===== src/rtl/stream_mux_pkg.sv =====
// Shared constants and helpers for the stream multiplexer/arbiter slice.
package stream_mux_pkg;

  localparam logic MODE_FIXED = 1'b0;
  localparam logic MODE_RR    = 1'b1;

  // Index width for n items, never below one bit
  function automatic int unsigned clog2_min1(input int unsigned n);
    return (n < 32'd2) ? 32'd1 : 32'($clog2(n));
  endfunction

endpackage


===== src/rtl/stream_mux_arb_rr_arbiter.sv =====
// Round-robin arbiter: grants the first requester at or after ptr, wrapping to 0.
module rr_arbiter
  import stream_mux_pkg::*;
#(
  parameter int unsigned NCH  = 4,
  parameter int unsigned SELW = clog2_min1(NCH)
) (
  input  logic [NCH-1:0]  req,
  input  logic [SELW-1:0] ptr,
  output logic [NCH-1:0]  grant,
  output logic [SELW-1:0] grant_idx
);

  logic found;

  // Pass one scans ptr..NCH-1, pass two wraps through 0..ptr-1
  always_comb begin
    grant     = '0;
    grant_idx = '0;
    found     = 1'b0;
    for (int unsigned c = 0; c < NCH; c++) begin
      if (!found && req[c] && (c >= 32'(ptr))) begin
        grant[c]  = 1'b1;
        grant_idx = SELW'(c);
        found     = 1'b1;
      end
    end
    for (int unsigned c = 0; c < NCH; c++) begin
      if (!found && req[c] && (c < 32'(ptr))) begin
        grant[c]  = 1'b1;
        grant_idx = SELW'(c);
        found     = 1'b1;
      end
    end
  end

endmodule


===== src/rtl/stream_mux_arb.sv =====
// N-channel valid/ready stream mux with fixed-select or round-robin grant and a
// registered output stage tagged with the source channel index.
module stream_mux_arb
  import stream_mux_pkg::*;
#(
  parameter int unsigned WIDTH = 8,
  parameter int unsigned NCH   = 4,
  parameter int unsigned SELW  = clog2_min1(NCH)
) (
  input  logic                 clk,
  input  logic                 rst_n,
  input  logic                 mode,
  input  logic [SELW-1:0]      sel,
  input  logic [NCH-1:0]       ch_en,
  input  logic [NCH-1:0]       in_valid,
  input  logic [NCH*WIDTH-1:0] in_data,
  output logic [NCH-1:0]       in_ready,
  output logic                 out_valid,
  output logic [WIDTH-1:0]     out_data,
  output logic [SELW-1:0]      out_chan,
  input  logic                 out_ready
);

  logic [NCH-1:0]   req;
  logic [NCH-1:0]   fix_grant;
  logic [NCH-1:0]   rr_grant;
  logic [SELW-1:0]  rr_idx;
  logic [NCH-1:0]   grant;
  logic [SELW-1:0]  grant_idx;
  logic             any_grant;
  logic             load_c;
  logic [WIDTH-1:0] sel_data;
  logic [SELW-1:0]  ptr;
  logic [SELW-1:0]  ptr_next;

  assign req = in_valid & ch_en;

  // Fixed decode; an out-of-range sel matches no channel
  always_comb begin
    fix_grant = '0;
    for (int unsigned i = 0; i < NCH; i++) begin
      fix_grant[i] = (32'(sel) == i) && in_valid[i] && ch_en[i];
    end
  end

  rr_arbiter #(
    .NCH  (NCH),
    .SELW (SELW)
  ) u_rr_arbiter (
    .req       (req),
    .ptr       (ptr),
    .grant     (rr_grant),
    .grant_idx (rr_idx)
  );

  assign grant     = (mode == MODE_RR) ? rr_grant : fix_grant;
  assign grant_idx = (mode == MODE_RR) ? rr_idx : sel;
  assign any_grant = |grant;
  assign load_c    = !out_valid || out_ready;
  assign in_ready  = load_c ? grant : '0;

  // Grant is one-hot, so the loop reduces to an indexed part-select of the winner
  always_comb begin
    sel_data = '0;
    for (int unsigned i = 0; i < NCH; i++) begin
      if (grant[i]) sel_data = in_data[i*WIDTH +: WIDTH];
    end
  end

  assign ptr_next = (grant_idx == SELW'(NCH - 1)) ? '0 : grant_idx + SELW'(1);

  always_ff @(posedge clk or negedge rst_n) begin
    if (!rst_n) begin
      ptr <= '0;
    end else if ((mode == MODE_RR) && load_c && any_grant) begin
      ptr <= ptr_next;
    end
  end

  // Output register: a held word only moves when downstream accepts it
  always_ff @(posedge clk or negedge rst_n) begin
    if (!rst_n) begin
      out_valid <= 1'b0;
      out_data  <= '0;
      out_chan  <= '0;
    end else if (load_c) begin
      if (any_grant) begin
        out_valid <= 1'b1;
        out_data  <= sel_data;
        out_chan  <= grant_idx;
      end else begin
        out_valid <= 1'b0;
      end
    end
  end

endmodule

===== config.mk =====
export PLATFORM = sky130hd
export DESIGN_NAME = stream_mux_arb
export DESIGN_NICKNAME = d
export VERILOG_FILES = /design/src/rtl/stream_mux_pkg.sv /design/src/rtl/stream_mux_arb_rr_arbiter.sv /design/src/rtl/stream_mux_arb.sv
export SDC_FILE = /design/constraint.sdc
export NUM_CORES = 1
export LEC_CHECK = 0
export ABC_CLOCK_PERIOD_IN_PS = 5300
export BUFFER_PORTS_ARGS = -buffer_cell sky130_fd_sc_hd__buf_2
export CAP_MARGIN = 5
export CORE_ASPECT_RATIO = 0.9
export CORE_MARGIN = 1.5
export CORE_UTILIZATION = 45
export CTS_CLUSTER_SIZE = 30
export DETAILED_ROUTE_END_ITERATION = 8
export PLACE_DENSITY = 0.92
export SKIP_CTS_REPAIR_TIMING = 1
export SLEW_MARGIN = 40
export SYNTH_ARGS = -nofsm -noshare
export SYNTH_HDL_FRONTEND = slang
export SYNTH_SLANG_ARGS = --single-unit

===== constraint.sdc =====
create_clock -name clk -period 5.3 [get_ports clk]
set_input_delay 0.53 -clock clk [delete_from_list [all_inputs] [get_ports clk]]
set_output_delay 0.53 -clock clk [all_outputs]
set_load 0.01 [all_outputs]

==> metrics.csv, run 1 <==
metric;value;unit
Initial Utilization;48.4;%
first-pass GRT wire length;5110;um
fin crit share;51.0;%
Synth Cell Area;1070;um2
Syn-to-layout area delta;29.6;%
Maximum Capacitance Violations;0;
worst path arrival time;2.17;ns
vias in the first global route;1168;
Synth async-reset ratio;100;%
post-place setup slack;2.35;ns
leakage power;0.720;nW
full die area;2690;um2
Buf+Inv Stages, Crit Path;2;
maximum vdd drop;0.225;mV
clk_lat worst skew;0.29;ns
Reg2Reg Depth;6;
mean area per synthesized cell;9.11;um2
PortBufs;60;
detailed placement HPWL;2410;um
Iteration-0 DRC Markers;55;
Critical Path RT;4.77;ns
synth warn;0;
ANT nets after route;0;
internal power;0.317;mW
#FFs+latches synth;13;
Hold Vio Cnt, Final;0;
Die Width;54.5;um
ys flop type;dfrtp_1;
CP cell instances;buf_2, and2_1, a211oi_2, a221o_1, and3_2, buf_2;
setup ws final;2.60;ns
n_diodes;0;
largest net degree at the start of global routing;14;
GP Congestion;0.880;
Num CTS Buffers;3;
Initial DRT Pass Iterations;4;
Core ar.;2220;um2
GRT overflow;0;
most frequent cell after synthesis;nand2_1;
global-route usage over all layers;25.8;%
worst setup path class;in2out;
Design Area, Final;1390;um2
Fmax achieved;370;MHz
Clock Path Buffers;2;
Worst R2R End;out_data[0]$_DFFE_PN0P_;
Sw Share;39.8;%
Psw;0.210;mW
sequential fraction of design power;35.8;%
most numerous cell on the critical path;buf_2;
H-tree Lvls;1;
unrepaired setup endpoints after global routing;false;
Pwr Density;378;nW/um2
sequential-to-total area share from yosys stat;30.3;%
post-layout net count;222;
RR Startpoint;ptr[1]$_DFFE_PN0P_;
Worst-path clk slew;0.09;ns
Yosys top cell area share;30.3;%
syn_nets;164;
CP delay by family, top;simple AND/OR/NAND/NOR gates;
synth unique cells;36;
CP max FO;12;
DRC;0;
leading area contributor after synthesis;dfrtp_1;
CTS root buf;clkbuf_4;
EDFF count, synth;0;
IO Pins;61;
drt total wl;3080;um
Gate power share;51.9;%
area post-placement;1360;um2
Die Span Y;49.4;um
flop2flop setup slack;2.72;ns
Crit path largest cell delay;0.49;ns
setup TNS;0;ns
max-slew violation count;0;
synth cell count leaders;nand2_1 (15), dfrtp_1 (13), nand3_1 (12);
initial antenna violation count;0;
type of the worst min-delay path;in2async;
hold_ws;0.103;ns
Setup-failing EPs final;0;
share of cells above drive strength 1;46.3;%
worst relative slew slack;64.9;%
Avg Vias per Cell;5.90;
Worst setup EP type;output pin;
Clock Sinks;13;
cells after synthesis;118;
Crit-path slowest cell;a221o_1;
status;completed;
nature of the critical path startpoint;primary input;
clock share of power;12.3;%
Rows;16;
critical path capture point;in_ready[0];
CP startpoint;in_valid[0];
per-cell routed wire length;15.2;um
CTS tree;yes;
WP depth;6;
actual slew at the worst max-slew pin;0.527;ns
fin crit period;2.70;ns
top cells by area, synth;dfrtp_1 (30%), mux2_4 (11%), a32oi_1 (6.5%), nand3_1 (5.6%), nand2_1 (5.2%);
Via Count;1192;
Setup Skew;0.0144;ns
worst min path at each step:
stage	from	end	slack, ns	cells past startpoint
finish	rst_n	out_data[6]$_DFFE_PN0P_	0.10	1
floorplan	rst_n	out_chan[0]$_DFFE_PN0P_	0.23	0
global route	rst_n	out_data[4]$_DFFE_PN0P_	0.13	1
CTS	rst_n	out_data[6]$_DFFE_PN0P_	0.12	1
detailed placement	rst_n	out_data[6]$_DFFE_PN0P_	0.43	1
global placement	rst_n	out_data[4]$_DFFE_PN0P_	0.42	1
state kept, by name (all words and copies together) (netlist names):
register,count
ptr,2
out_chan,2
out_data,8
out_valid,1
stage by stage:
stage                     power [mW]  cells  util, %
after floorplan                0.379    118        -
after global placement         0.447    198     61.3
after detailed placement       0.461    198     61.3
after CTS                      0.524    202     62.5
after global routing           0.566    202     62.7
final                          0.526    202     62.7
worst register-to-register path: cells and delay by family, from the launching register on:
kind / cells / cell delay [ns]
multiplexers: 1 / 0.34
AND/OR/NAND/NOR: 1 / 0.23
flip-flops: 1 / 0.50
AO/OA/AOI/OAI: 4 / 1.40
power by group through the flow:
stage,clock [mW],sequential (mW),combinational (mW)
6_report,0.0645,0.189,0.273
5_1_grt,0.0703,0.197,0.299
4_1_cts,0.0638,0.188,0.273
3_5_place_dp,0,0.189,0.272
3_3_place_gp,0,0.186,0.261
2_1_floorplan,0,0.197,0.182
per-layer routing:
layer | GRT usage [%] | wire length [um] | up-vias
met3 | 6.44 | 175 | 10
met5 | 0 | 0 | -
met1 | 30.4 | 1200 | 579
li1 | - | - | 557
met2 | 44.0 | 1640 | 46
met4 | 8.75 | 68 | 0
cells in the final DEF (no fill, tap or decap), types with 2 or more instances in the layout:
master / instances
nand2b_1: 2
and3_2: 2
inv_1: 5
mux2i_1: 3
and3b_1: 2
nor2_1: 7
buf_2: 60
and2_1: 4
a32oi_1: 8
nand2_1: 15
nand3_1: 12
dfrtp_1: 13
clkbuf_4: 3
mux2_4: 8
o21ai_0: 8
a21oi_1: 3
a21oi_4: 2
cell families after synthesis:
kind of cell,after synthesis,share of synthesized area [%]
buf+inv,12,6.05
compound gates,33,26.4
simple gates,47,21.4
xor+xnor,1,0.815
mux,12,15.0
flops,13,30.3
layout make-up:
class                           instances  area [um2]
Tap cell                               27        33.8
Inverter                                5        18.8
Clock buffer                            4        26.3
Multi-Input combinational cell         93         688
Sequential cell                        13         325
Timing Repair Buffer                   60         300
Fill cell                             189         830
(Power assumes the default switching activity.)
==> run 2: changes to the inputs <==
--- a/config.mk
+++ b/config.mk
@@ -5,15 +5,15 @@
 export SDC_FILE = /design/constraint.sdc
 export NUM_CORES = 1
 export LEC_CHECK = 0
-export ABC_CLOCK_PERIOD_IN_PS = 5300
+export ABC_CLOCK_PERIOD_IN_PS = 2800
 export BUFFER_PORTS_ARGS = -buffer_cell sky130_fd_sc_hd__buf_2
 export CAP_MARGIN = 5
 export CORE_ASPECT_RATIO = 0.9
 export CORE_MARGIN = 1.5
-export CORE_UTILIZATION = 45
+export CORE_UTILIZATION = 44
 export CTS_CLUSTER_SIZE = 30
 export DETAILED_ROUTE_END_ITERATION = 8
-export PLACE_DENSITY = 0.92
+export PLACE_DENSITY = 0.9
 export SKIP_CTS_REPAIR_TIMING = 1
 export SLEW_MARGIN = 40
 export SYNTH_ARGS = -nofsm -noshare
==> constraint.sdc (replaced) <==
create_clock -name clk -period 2.8 [get_ports clk]
set_input_delay 0.28 -clock clk [delete_from_list [all_inputs] [get_ports clk]]
set_output_delay 0.28 -clock clk [all_outputs]
set_load 0.01 [all_outputs]
==> metrics.csv, run 2 (synthesis gave the netlist of run 1 again) <==
metric;value;unit;change
Worst-path clk slew;0.09;ns;about the same
post-layout net count;225;;+1.4%
DP Cell Count;200;;+1.0%
CP max FO;10;;-2
Initial Utilization;47.9;%;-0.43 points
Post-Layout Cell Count;205;;+1.5%
clk_lat worst skew;0.27;ns;-0.02 ns
leakage power;0.733;nW;+1.8%
ANT nets after route;0;;unchanged
Setup Skew;0.00305;ns;-0.0114 ns
Fmax achieved;382;MHz;
Die Width;55.1;um;+1.1%
drt total wl;3420;um;+11%
full die area;2750;um2;+2.1%
Largest regs;out_data (8), out_chan (2), ptr (2);;
register with the most flip-flops;out_data;;
CTS root buf;clkbuf_4;;
setup TNS;0;ns;unchanged
worst path arrival time;2.78;ns;+0.61 ns
Worst setup EP type;flip-flop;;
n_diodes;0;;unchanged
fin crit share;93.5;%;
DRC;0;;unchanged
Finished Core Util;63.1;%;+0.39 points
Clock Sinks;13;;unchanged
GP Congestion;0.912;;+3.7%
worst setup path class;reg2reg;;
Core ar.;2240;um2;+0.90%
initial antenna violation count;0;;unchanged
Via Count;1230;;+3.2%
type of the worst min-delay path;in2reg;;
max-slew violation count;0;;unchanged
Largest register FFs;8;;unchanged
hold_ws;0.344;ns;+0.240 ns
Initial DRT Pass Iterations;4;;unchanged
fillers;184;;-2.6%
Critical Path RT;2.96;ns;-1.81 ns
Hold Vio Cnt, Final;0;;unchanged
Pwr Density;714;nW/um2;+89%
maximum vdd drop;0.520;mV;+130%
first-pass GRT wire length;5070;um;-0.80%
Syn-to-layout area delta;31.5;%;
actual slew at the worst max-slew pin;0.500;ns;-0.0274 ns
GRT overflow;0;;unchanged
detailed placement HPWL;2630;um;+9.1%
unrepaired setup endpoints after global routing;false;;
status;completed;;
most frequent cells in the layout;buf_2 (60), nand2_1 (15), dfrtp_1 (13), nand3_1 (12);;
Clock Path Buffers;2;;unchanged
FF+latch area;325;um2;unchanged
Die Span Y;49.9;um;+1.1%
Avg Vias per Cell;6.00;;+1.7%
PortBufs;60;;unchanged
per-cell routed wire length;16.7;um;+9.5%
CTS tree;yes;;
Num CTS Buffers;3;;unchanged
area of the multi-input gates;684;um2;-0.55%
Iteration-0 DRC Markers;57;;+3.6%
fin crit period;2.62;ns;
global-route usage over all layers;25.0;%;-0.77 points
Setup-failing EPs final;0;;unchanged
H-tree Lvls;1;;unchanged
share of cells above drive strength 1;46.1;%;-0.22 points
worst relative slew slack;66.6;%;+1.8 points
Maximum Capacitance Violations;0;;unchanged
vias in the first global route;1161;;-0.60%
commonest non-fill, non-tap cell in the layout;buf_2;;
Rows;16;;unchanged
nature of the critical path startpoint;flip-flop;;
largest net degree at the start of global routing;14;;unchanged
IO Pins;61;;unchanged
## run 2: cell types whose count changed in the layout (fill, tap and decap cells not counted), sizes merged
| cell | before | now |
|---|---|---|
| buf | 60 | 62 |
| dlygate4sd3 | 0 | 1 |
## run 2: layer usage
layer	global-route usage, %	part of all wire, %	wire, um	up-vias
met4	10.2	4.0	138	0
met1	29.5	38	1310	565
met2	42.1	49	1690	86
li1	-	-	-	563
met5	0	0	0	-
met3	6.06	8.4	288	16
## run 2: final cells by class
| cell class | count | share of cell area, % |
|---|---|---|
| multi-input combinational | 93 | 48.4 |
| sequential | 13 | 23.0 |
| timing repair buffer | 63 | 23.0 |
| tap | 27 | 2.39 |
| clock buffer | 4 | 1.86 |
| inverter | 5 | 1.33 |
## run 2: path summary, 6_finish.rpt
| check | startpoint | to | slack (ns) | depth (start not counted) |
|---|---|---|---|---|
| setup / recovery | ptr[1]$_DFFE_PN0P_ | out_data[7]$_DFFE_PN0P_ | 0.18 | 6 |
| hold / removal | out_ready | out_valid$_DFFE_PN0N_ | 0.34 | 3 |
| setup reg to reg | ptr[1]$_DFFE_PN0P_ | out_data[7]$_DFFE_PN0P_ | 0.18 | 6 |
| hold reg to reg | out_data[3]$_DFFE_PN0P_ | out_data[3]$_DFFE_PN0P_ | 0.51 | 1 |
| max in group asynchronous | rst_n | out_data[2]$_DFFE_PN0P_ | 2.14 | 2 |
| min in group asynchronous | rst_n | out_valid$_DFFE_PN0N_ | 0.43 | 2 |
## run 2: power breakdown
group	switching (mW)	internal (mW)	total (mW)	leakage (nW)
clock	0.0648	0.0551	0.120	0.0150
sequential	0.0761	0.280	0.356	0.163
combinational	0.266	0.267	0.533	0.554
## run 2: critical path: stages, from the launching register on
cell and delay, ns:
dfrtp_1 0.49, and3b_1 0.22, a211oi_2 0.32, a221o_1 0.48
a2111oi_4 0.16, a21oi_4 0.47, mux2_4 0.35
## run 2: through the flow
step                total power [mW]  area [um2]  setup slack [ns]
floorplan                      0.717        1070             0.533
global placement               0.852        1380             0.395
detailed placement             0.882        1380             0.249
CTS                             1.00        1400             0.245
global route                    1.07        1410             0.115
finish                          1.01        1410             0.183
